<file path="src/rtl/cond_exec_em_stage.sv">
// ---------------------------------------------------------------------------
// cond_exec_em_stage
//   Execute-stage condition unit and Execute->Memory pipeline register.
//   Owns the architectural NZCV flags register. It evaluates CondE against
//   that register and squashes the control writes of instructions that fail
//   their condition. It updates the flags from the ALU and registers the E
//   results into M (1-cycle latency). FlagsOut feeds the D/E register.
//
//   Optional feature macro: COND_STATS_EN
//     When defined, the module adds saturating ExecCnt / SquashCnt counters
//     (CNT_W bits each).
//
// Ports
//   CLK, RST            clock, synchronous active-high reset
//   ValidE              instruction in E is real (0 = bubble)
//   PCSrcE .. FlagWriteE  E control requests
//   CondE               ARM condition field
//   ALUFlags            {N,Z,C,V} from the ALU this cycle
//   ALUResultE, WriteDataE, WA3E   E data
//   StallM, FlushM      hold / squash the E/M register
//   CondExE             condition passed (combinational)
//   BranchTakenE        redirect to fetch (combinational)
//   FlagsOut            NZCV register
//   ValidM .. WA3M      registered M-stage outputs
//   ExecCnt, SquashCnt  statistics (COND_STATS_EN only)
// ---------------------------------------------------------------------------
module cond_exec_em_stage #(
    parameter int SIZE  = 32,
    parameter int CNT_W = 16
) (
    input  logic            CLK,
    input  logic            RST,
    input  logic            ValidE,
    input  logic            PCSrcE,
    input  logic            RegWriteE,
    input  logic            MemToRegE,
    input  logic            MemWriteE,
    input  logic            BranchE,
    input  logic            FlagWriteE,
    input  logic [3:0]      CondE,
    input  logic [3:0]      ALUFlags,
    input  logic [SIZE-1:0] ALUResultE,
    input  logic [SIZE-1:0] WriteDataE,
    input  logic [3:0]      WA3E,
    input  logic            StallM,
    input  logic            FlushM,
    output logic            CondExE,
    output logic            BranchTakenE,
    output logic [3:0]      FlagsOut,
    output logic            ValidM,
    output logic            PCSrcM,
    output logic            RegWriteM,
    output logic            MemToRegM,
    output logic            MemWriteM,
    output logic [SIZE-1:0] ALUResultM,
    output logic [SIZE-1:0] WriteDataM,
    output logic [3:0]      WA3M
`ifdef COND_STATS_EN
    ,
    output logic [CNT_W-1:0] ExecCnt,
    output logic [CNT_W-1:0] SquashCnt
`endif
);

    logic flag_n, flag_z, flag_c, flag_v;
    logic exec_ok;   // condition passed on a real instruction
    logic load;      // E/M register captures this edge

    assign {flag_n, flag_z, flag_c, flag_v} = FlagsOut;

    always_comb begin
        CondExE = 1'b0;
        unique case (CondE)
            4'h0: CondExE = flag_z;
            4'h1: CondExE = !flag_z;
            4'h2: CondExE = flag_c;
            4'h3: CondExE = !flag_c;
            4'h4: CondExE = flag_n;
            4'h5: CondExE = !flag_n;
            4'h6: CondExE = flag_v;
            4'h7: CondExE = !flag_v;
            4'h8: CondExE = flag_c && !flag_z;
            4'h9: CondExE = !flag_c || flag_z;
            4'hA: CondExE = (flag_n == flag_v);
            4'hB: CondExE = (flag_n != flag_v);
            4'hC: CondExE = !flag_z && (flag_n == flag_v);
            4'hD: CondExE = flag_z || (flag_n != flag_v);
            4'hE: CondExE = 1'b1;
            4'hF: CondExE = 1'b0;
            default: CondExE = 1'b0;
        endcase
    end

    assign exec_ok      = CondExE && ValidE;
    assign BranchTakenE = (BranchE || PCSrcE) && exec_ok;

    // Flush outranks stall, so a stalled+flushed edge is not a load edge.
    assign load = !StallM && !FlushM;

    // Flags register: only written by an executing instruction that will
    // actually advance into M, so a stalled or flushed op cannot commit flags.
    always_ff @(posedge CLK) begin
        if (RST)
            FlagsOut <= 4'b0000;
        else if (load && exec_ok && FlagWriteE)
            FlagsOut <= ALUFlags;
    end

    // E/M register. Data and WA3 are captured even for failed instructions;
    // only the side-effecting controls are gated by the condition.
    always_ff @(posedge CLK) begin
        if (RST || FlushM) begin
            ValidM     <= 1'b0;
            PCSrcM     <= 1'b0;
            RegWriteM  <= 1'b0;
            MemToRegM  <= 1'b0;
            MemWriteM  <= 1'b0;
            ALUResultM <= '0;
            WriteDataM <= '0;
            WA3M       <= '0;
        end else if (!StallM) begin
            ValidM     <= ValidE;
            PCSrcM     <= PCSrcE    && exec_ok;
            RegWriteM  <= RegWriteE && exec_ok;
            MemToRegM  <= MemToRegE && exec_ok;
            MemWriteM  <= MemWriteE && exec_ok;
            ALUResultM <= ALUResultE;
            WriteDataM <= WriteDataE;
            WA3M       <= WA3E;
        end
    end

`ifdef COND_STATS_EN
    // Saturating counters of executed vs squashed real instructions.
    always_ff @(posedge CLK) begin
        if (RST) begin
            ExecCnt   <= '0;
            SquashCnt <= '0;
        end else if (load && ValidE) begin
            if (CondExE) begin
                if (ExecCnt != '1)
                    ExecCnt <= ExecCnt + 1'b1;
            end else begin
                if (SquashCnt != '1)
                    SquashCnt <= SquashCnt + 1'b1;
            end
        end
    end
`endif

endmodule

</file>
<file path="config.mk">
export PLATFORM = sky130hd
export DESIGN_NAME = cond_exec_em_stage
export DESIGN_NICKNAME = d
export VERILOG_FILES = /design/src/rtl/cond_exec_em_stage.sv
export SDC_FILE = /design/constraint.sdc
export NUM_CORES = 1
export LEC_CHECK = 0
export BUFFER_PORTS_ARGS = -buffer_cell sky130_fd_sc_hd__buf_4
export CAP_MARGIN = 20
export CORE_AREA = 2 2 97 71
export CTS_CLUSTER_DIAMETER = 50
export CTS_CLUSTER_SIZE = 16
export DETAILED_ROUTE_END_ITERATION = 10
export DIE_AREA = 0 0 99 73
export GPL_TIMING_DRIVEN = 0
export PLACE_DENSITY = 0.83
export SLEW_MARGIN = 20
export SYNTH_ARGS = -nofsm -noshare
export SYNTH_HDL_FRONTEND = slang
export SYNTH_SLANG_ARGS = --single-unit
</file>
<file path="constraint.sdc">
create_clock -name CLK -period 3.5 [get_ports CLK]
set_input_delay 0 -clock CLK [delete_from_list [all_inputs] [get_ports CLK]]
set_output_delay 0 -clock CLK [all_outputs]
set_load 0.01 [all_outputs]
</file>
; Word-level counts from Yosys, hierarchy flattened
; Index checks and enable logic that the tools add are counted.
[op_classes]
n_addsub = 0
n_mul = 0
n_div = 0
order_cmp = 0
n_eq_ne = 17
n_shift = 0
mux = 1
n_bitwise = 0
reduce_logical = 22
[op_table]
columns = op, n
row1 = == test 4 bit (second input constant), 8
row2 = == test 4 x 3 -> 1 bit (second input constant), 4
row3 = case mux 1 bit (16 select lines), 1
row4 = logical AND 1 bit, 11
row5 = == test 4 x 2 -> 1 bit (second input constant), 2
row6 = zero test 1 bit, 6
row7 = == test 4 x 1 -> 1 bit (second input constant), 1
row8 = zero test 4 bit, 1
row9 = logical OR 1 bit, 4
row10 = == test 1 bit, 1
row11 = inequality test 1 bit, 1
[word_totals]
register_bits = 77
latch_bits = 0
ram_bits = 0
rom_bits = 0
in_bits = 87
output_inout_bits = 79
wordCells = 49
memories = 0

; Longest topological paths before layout
; Gate-level depths: netlist (run 1).
[logic_depth]
word_depth = 6
mapped_depth = 6
mapped_depth_nobuf = 5

; Worst setup path before layout (run 1)
; No wires, ideal clock.
[synth_path]
path_type = register to register
startpoint = register FlagsOut[0]
endpoint = register FlagsOut[0]
setup_ps = 119
arrival_time_ps = 1442
required_ps = 3381
setup_slack_ps = 1940
path_stages_with_launch = 6
n_path_buf = 0
period_less_slack_ps = 1560
cell_sequence = dfxtp_1 xnor2_1 o21ai_0 a211oi_2 mux2_4 mux2i_1
[synth_between]
elab_chain_len = 6
elab_cells_between_ends = 9
cone_classes = eq/ne: 2 / mux: 1 / reduce/logical: 6
[synth_lines]
columns = item, line_no
row1 = start: declaration, 49  ; output logic [3:0] FlagsOut,
row2 = start signal: assignment, 106  ; FlagsOut <= ALUFlags;
row3 = inequality test 1 bit / == test 1 bit (equally long branches), --
row4 = logical OR 1 bit / logical AND 1 bit (equally long branches), "87, 86"
row5 = case mux 1 bit (16 select lines) *, 73  ; unique case (CondE)
row6 = logical AND 1 bit *, 94  ; assign exec_ok = CondExE && ValidE;
row7 = logical AND 1 bit * (2 in series), 105  ; else if (load && exec_ok && FlagWriteE)
; Mark *: on every way between the ends. The rest lies on a longest branch, timed or not.
; A chain may end at the register's enable or synchronous reset.

; Worst setup path after layout (run 1)
[layout_path]
startpoint = register FlagsOut[0]
endpoint = register FlagsOut[3]
; The elaborated chain is that of the path after synthesis.

==> results of run 1 <==
[Yosys cell counts (all sizes together)]
cell,n
nor2b,1
and3b,1
or2,1
buf,7
nor3b,2
xor2,1
or2b,1
xnor2,2
a2111oi,1
dfxtp,77
inv,1
nand2b,9
mux2,2
mux2i,72
o211a,1
a21oi,1
a32o,4
nand2,2
or3,1
clkbuf,9
o21ai,1
a211oi,1
nor2,71
[metrics by stage]
| step | setup WS, ns | std cells |
|---|---|---|
| 2_1_floorplan | 1.94 | 269 |
| 3_3_place_gp | 1.85 | 514 |
| 3_5_place_dp | 1.79 | 514 |
| 4_1_cts | 1.30 | 615 |
| 5_1_grt | 1.15 | 615 |
| 6_report | 1.26 | 615 |
[worst paths after layout]
check	depth (start not counted)	slack, ns	start	endpoint
setup / recovery	6	1.26	FlagsOut[0]	FlagsOut[3]
hold / removal	3	0.17	CondE[0]	MemWriteM
setup reg to reg	6	1.26	FlagsOut[0]	FlagsOut[3]
hold reg to reg	2	0.48	ValidM	ValidM
[layout make-up]
class | count | area [um2]
sequential | 77 | 1540
buffer | 16 | 61.3
inverter | 1 | 3.75
clock inverter | 6 | 38.8
multi-input combinational | 175 | 1260
fill | 374 | 1180
timing repair buffer | 249 | 2080
clock buffer | 10 | 138
tap | 81 | 101
[cell families after synthesis]
| family | count (synthesis) | share of synthesized area [%] |
|---|---|---|
| AOI/OAI and AO/OA | 9 | 3.49 |
| xor gates and xnor gates | 3 | 1.18 |
| buffers and inverters | 17 | 2.27 |
| DFF | 77 | 53.7 |
| muxes | 74 | 26.0 |
| and+or+nand+nor | 89 | 13.3 |
[worst reg2reg max path, cell delays in order, from the launching register on]
cell	delay, ns
dfxtp_1	0.41
xnor2_1	0.13
o21ai_0	0.11
a211oi_2	0.39
mux2_4	0.39
mux2i_1	0.13
dlygate4sd3_1	0.56
[state kept, by name, summed over array words and instances (netlist names)]
signal	flops
ALUResultM	32
WriteDataM	32
FlagsOut	4
WA3M	4
MemToRegM	1
MemWriteM	1
PCSrcM	1
RegWriteM	1
ValidM	1
[layer usage]
| layer | vias to the layer above | part of all wire [%] | GRT usage (%) |
|---|---|---|---|
| met1 | 1370 | 40 | 29.7 |
| met2 | 126 | 50 | 46.0 |
| met3 | 15 | 7.9 | 8.52 |
| met4 | 0 | 1.5 | 6.39 |
| met5 | - | 0 | 0 |
| li1 | 1422 | - | - |
[power groups by stage]
stage | Combinational (uW) | Clock, uW | Sequential (uW)
global placement | 253 | 0 | 937
finish | 341 | 601 | 919
global route | 363 | 651 | 922
floorplan | 103 | 0 | 950
detailed placement | 259 | 0 | 938
CTS | 333 | 611 | 918
[timing repair]
| action | in CTS | in global routing |
|---|---|---|
| hold endpoints to repair | 77 | 0 |
| hold buffers | 85 | 0 |
| resized for setup | 0 | 0 |
==> impl_results.md, run 1 <==
- Vias per cell: 4.77
- Crit start category: flip-flop
- Largest area contributor in the netlist: dfxtp_1
- Total CTS buffers: 9
- Largest net degree at the start of global routing: 14
- Maximum clock rate: 447 MHz
- CTS root buffer: clkbuf_8
- Critical path endpoint category: flip-flop
- First-pass DRT Iterations: 4
- Clk pin slew, worst setup/hold paths: 0.08 ns
- Post-synth top area share: 53.7%
- # port buffers: 164
- Internal cell power: 1390 uW
- Power Density: 356 nW/um2
- Final Wtd Congestion: 0.761
- DR WL/cell: 15.4 um
- Final setup TNS: 0 ns
- Combinational power share: 18.3%
- Worst path required time: 3.73 ns
- Skew final: 0.00653 ns
- Crit-path max FO: 4
- CP max-delay cell: dlygate4sd3_1
- Clock share of power: 32.3%
- Most frequent cells in the layout: buf_4, dlygate4sd3_1, dfxtp_1, mux2i_1, nor2_1
- Htree depth: 3
- Minimum clock period: 2.24 ns
- Final hold vios: 0
- Layout Utilization: 81.6%
- Net Sw Power: 476 uW
- Largest cells by area after synthesis: dfxtp_1, mux2i_1, nor2_1
- Row cnt: 25
- Post-DP HPWL: 5590 um
- Outcome: finished, final reports clean
- Drt drc: 0
- Routed WL: 9450 um
- Core area: 6410 um2
- Crit Path Category: flip-flop to flip-flop
- Die X-Extent: 99 um
- Die Ht: 73 um
- CP Cell Sequence: xnor2_1 -> o21ai_0 -> a211oi_2 -> mux2_4 -> mux2i_1 -> dlygate4sd3_1
- Worst path bufs/invs: 1
- Slew Limit Fails: 0
- Peak supply drop: 0.275 mV
- Leakage: 0.00255 uW
- Synth Area per Inst: 10.7 um2
- Starting DRT DRC Count: 91
- Max incr delay on CP: 0.56 ns
- Total Power: 1860 uW
- Num ports: 166
- Final setup viols: 0
- Clk Latency, worst-skew pair: 0.34 ns
- Antenna cells: 0
- Worst min-delay path category: primary input to flip-flop
- Sequential share of power: 49.4%
- Hold Worst Slack: 0.172 ns
- Synthesized Nets: 356
- GRT overflow: 0
- Synth Register Bits: 77
- Post-Synthesis Cell Area: 2870 um2
- Register area share after synthesis: 53.7%
- Clock buffer depth: 2
- TritonCTS Sinks: 77
- # Max-Cap Violations: 0
- Die ar.: 7230 um2
- Design area: 5230 um2
- Via Count: 2933
- Post-CTS Setup Repair Bufs: 0
- Synth Instances: 269
- Most common cell after layout, fill and taps aside: buf_4
- CTS tree: yes
- Initial antenna violation count: 0
- Ys Warns: 0
- Critical Path AT: 2.47 ns
- Nets: 616
- Cell variety after synth: 25
- First-pass GRT wire length: 14400 um
- Area after DPL: 4200 um2
- Post-route clock period utilization: 64.0%
- RSZ-0062 raised after global routing: no
- Cell family with most CP delay: buffers and inverters
- Post-route ant nets: 0
- Initial Util: 44.8%
- Share of cells above drive strength 1: 34.8%
- Vias in the first global route: 2943
- Sw Share: 25.6%
- Synth-to-Final Area Change: 82.2%
- Tot GR Track Use: 25.6%
- Slew HR: 51.0%
- Worst-margin pin slew: 0.735 ns
(Power assumes the default switching activity.)
==> run 2: changes to the inputs <==
- CORE_AREA: 2 2 97 71 -> 2 2 101 74
- DIE_AREA: 0 0 99 73 -> 0 0 103 76
- PLACE_DENSITY: 0.83 -> 0.77
- clock period: 3.5 -> 2.1 ns (I/O delays scaled with it)
==> run 2 against run 1 <==
Effect of this change: design area decreased by 0.26%; count of clock-buffer cells in the layout unchanged; power rose by 69%; clock power is 75% higher; wire length decreased by 4.1%; critical path depth is the same; critical endpoint is now BranchTakenE; largest cell class unchanged.
==> impl_results.md, run 2 (synthesized netlist as in run 1, its figures left out) <==
- Sw Share: 24.0%
- Post-DP HPWL: 5560 um
- Drt drc: 0
- CP Cell Sequence: and3b_1 -> a2111oi_4 -> a211oi_2 -> xor2_2 -> o211a_1 -> buf_4
- First-pass GRT wire length: 13700 um
- Clk Latency, worst-skew pair: 0.33 ns
- Final setup TNS: 0 ns
- Post-route clock period utilization: 93.4%
- Clock share of power: 33.3%
- Core area: 6960 um2
- Post-CTS Setup Repair Bufs: 0
- Starting DRT DRC Count: 68
- Critical Path AT: 1.96 ns
- Total Power: 3140 uW
- Skew final: 0.00507 ns
- Total CTS buffers: 9
- Final Wtd Congestion: 0.748
- TritonCTS Sinks: 77
- Antenna cells: 0
- Final hold vios: 0
- Via Count: 2891
- Die Ht: 76 um
- Share of cells above drive strength 1: 35.0%
- Vias in the first global route: 2944
- Tot GR Track Use: 22.3%
- Multi-input gate area: 1260 um2
- Worst path required time: 2.10 ns
- Crit-path max FO: 6
- Clock buffer depth: 2
- RSZ-0062 raised after global routing: no
- Sequential share of power: 48.8%
- Die X-Extent: 103 um
- CTS root buffer: clkbuf_8
- Post-route ant nets: 0
- Maximum clock rate: 510 MHz
- # fillers: 522
- Die ar.: 7830 um2
- First-pass DRT Iterations: 5
- Hold Worst Slack: 0.0668 ns
- Nets: 612
- Net Sw Power: 752 uW
- Slew Limit Fails: 0
- Combinational power share: 18.0%
- Num ports: 166
- GRT overflow: 0
- Critical path endpoint category: primary output
- Vias per cell: 4.61
- # port buffers: 164
- Outcome: finished, final reports clean
- Most frequent cells in the layout: buf_4, dlygate4sd3_1, dfxtp_1, mux2i_1, nor2_1
- Peak supply drop: 0.472 mV
- Synth-to-Final Area Change: 81.7%
- Max incr delay on CP: 0.35 ns
- Initial Util: 41.2%
- # Max-Cap Violations: 0
- Sequential Area: 1540 um2
- Initial antenna violation count: 0
- Leakage: 0.00253 uW
- Clk pin slew, worst setup/hold paths: 0.08 ns
- CTS tree: yes
- Slew HR: 50.1%
- Registers with the most flip-flops: ALUResultM: 32 flops, WriteDataM: 32 flops
- Minimum clock period: 1.96 ns
- CP max-delay cell: dfxtp_1
- Most common cell after layout, fill and taps aside: buf_4
- Power Density: 602 nW/um2
- Worst-margin pin slew: 0.748 ns
- Internal cell power: 2390 uW
- Htree depth: 3
- Row cnt: 26
- Worst min-delay path category: primary input to flip-flop
- Crit start category: flip-flop
- Final setup viols: 0
- Crit Path Category: flip-flop to primary output
- Largest net degree at the start of global routing: 13
- DR WL/cell: 14.4 um
- Routed WL: 9060 um
==> run 2: changes by cell type in the layout (fill, tap and decap cells not counted), sizes merged <==
cell / delta
clkinvlp: -1
clkinv: -1
bufinv: +1
dlygate4sd3: -4
==> run 2: worst max-delay path, delay by kind of cell (launching register included) <==
kind            cells  cell delay, ns
flops               1            0.35
simple gates        1            0.22
buf+inv             1            0.11
xor+xnor            1            0.29
compound gates      3            0.66
==> run 2: path summary, 6_finish.rpt <==
path | startpoint | endpoint | slack [ns] | cells past startpoint
setup / recovery | FlagsOut[3] | BranchTakenE | 0.14 | 6
hold / removal | ValidE | ValidM | 0.07 | 3
setup reg to reg | FlagsOut[3] | RegWriteM | 0.47 | 5
hold reg to reg | PCSrcM | PCSrcM | 0.48 | 1
==> run 2: what timing repair did <==
action / CTS / global route
hold buffers: 81 / 0
resized for setup: 0 / 2
endpoints found under the setup margin: 0 / 2
hold endpoints to repair: 76 / 0
==> run 2: power groups by stage <==
stage	clock network [uW]	logic (uW)	registers (uW)
final	1050	564	1530
after global routing	1140	603	1540
after CTS	1090	555	1530
after detailed placement	0	431	1560
after global placement	0	423	1560
after floorplan	0	172	1580
==> run 2: layer usage <==
layer  part of all wire (%)  routed length (um)  vias up  track usage (%)
met5                      0                   0        -                0
li1                       -                   -     1412                -
met4                    1.5                 138        0             6.45
met1                     41                3750     1364             24.3
met3                    5.7                 517       14             6.51
met2                     51                4650      101             41.2
==> run 2: layout make-up <==
cell class	instances	area share, %
inverters	1	0.0720
multi-input cells	175	24.2
repair buffers	245	39.1
flip-flops and latches	77	29.6
well taps	98	2.35
plain buffers	16	1.20
clock buffers	10	2.45
clock inverters	5	1.01
==> run 2: per-stage QoR <==
step / setup slack, ns / cells / utilization [%] / area, um2
finish: 0.139 / 627 / 74.9 / 5220
detailed placement: 0.425 / 531 / 60.7 / 4220
CTS: 0.102 / 627 / 74.9 / 5220
floorplan: 0.540 / 269 / - / 2870
global placement: 0.443 / 531 / 60.7 / 4220
global route: 0.00104 / 627 / 74.9 / 5220
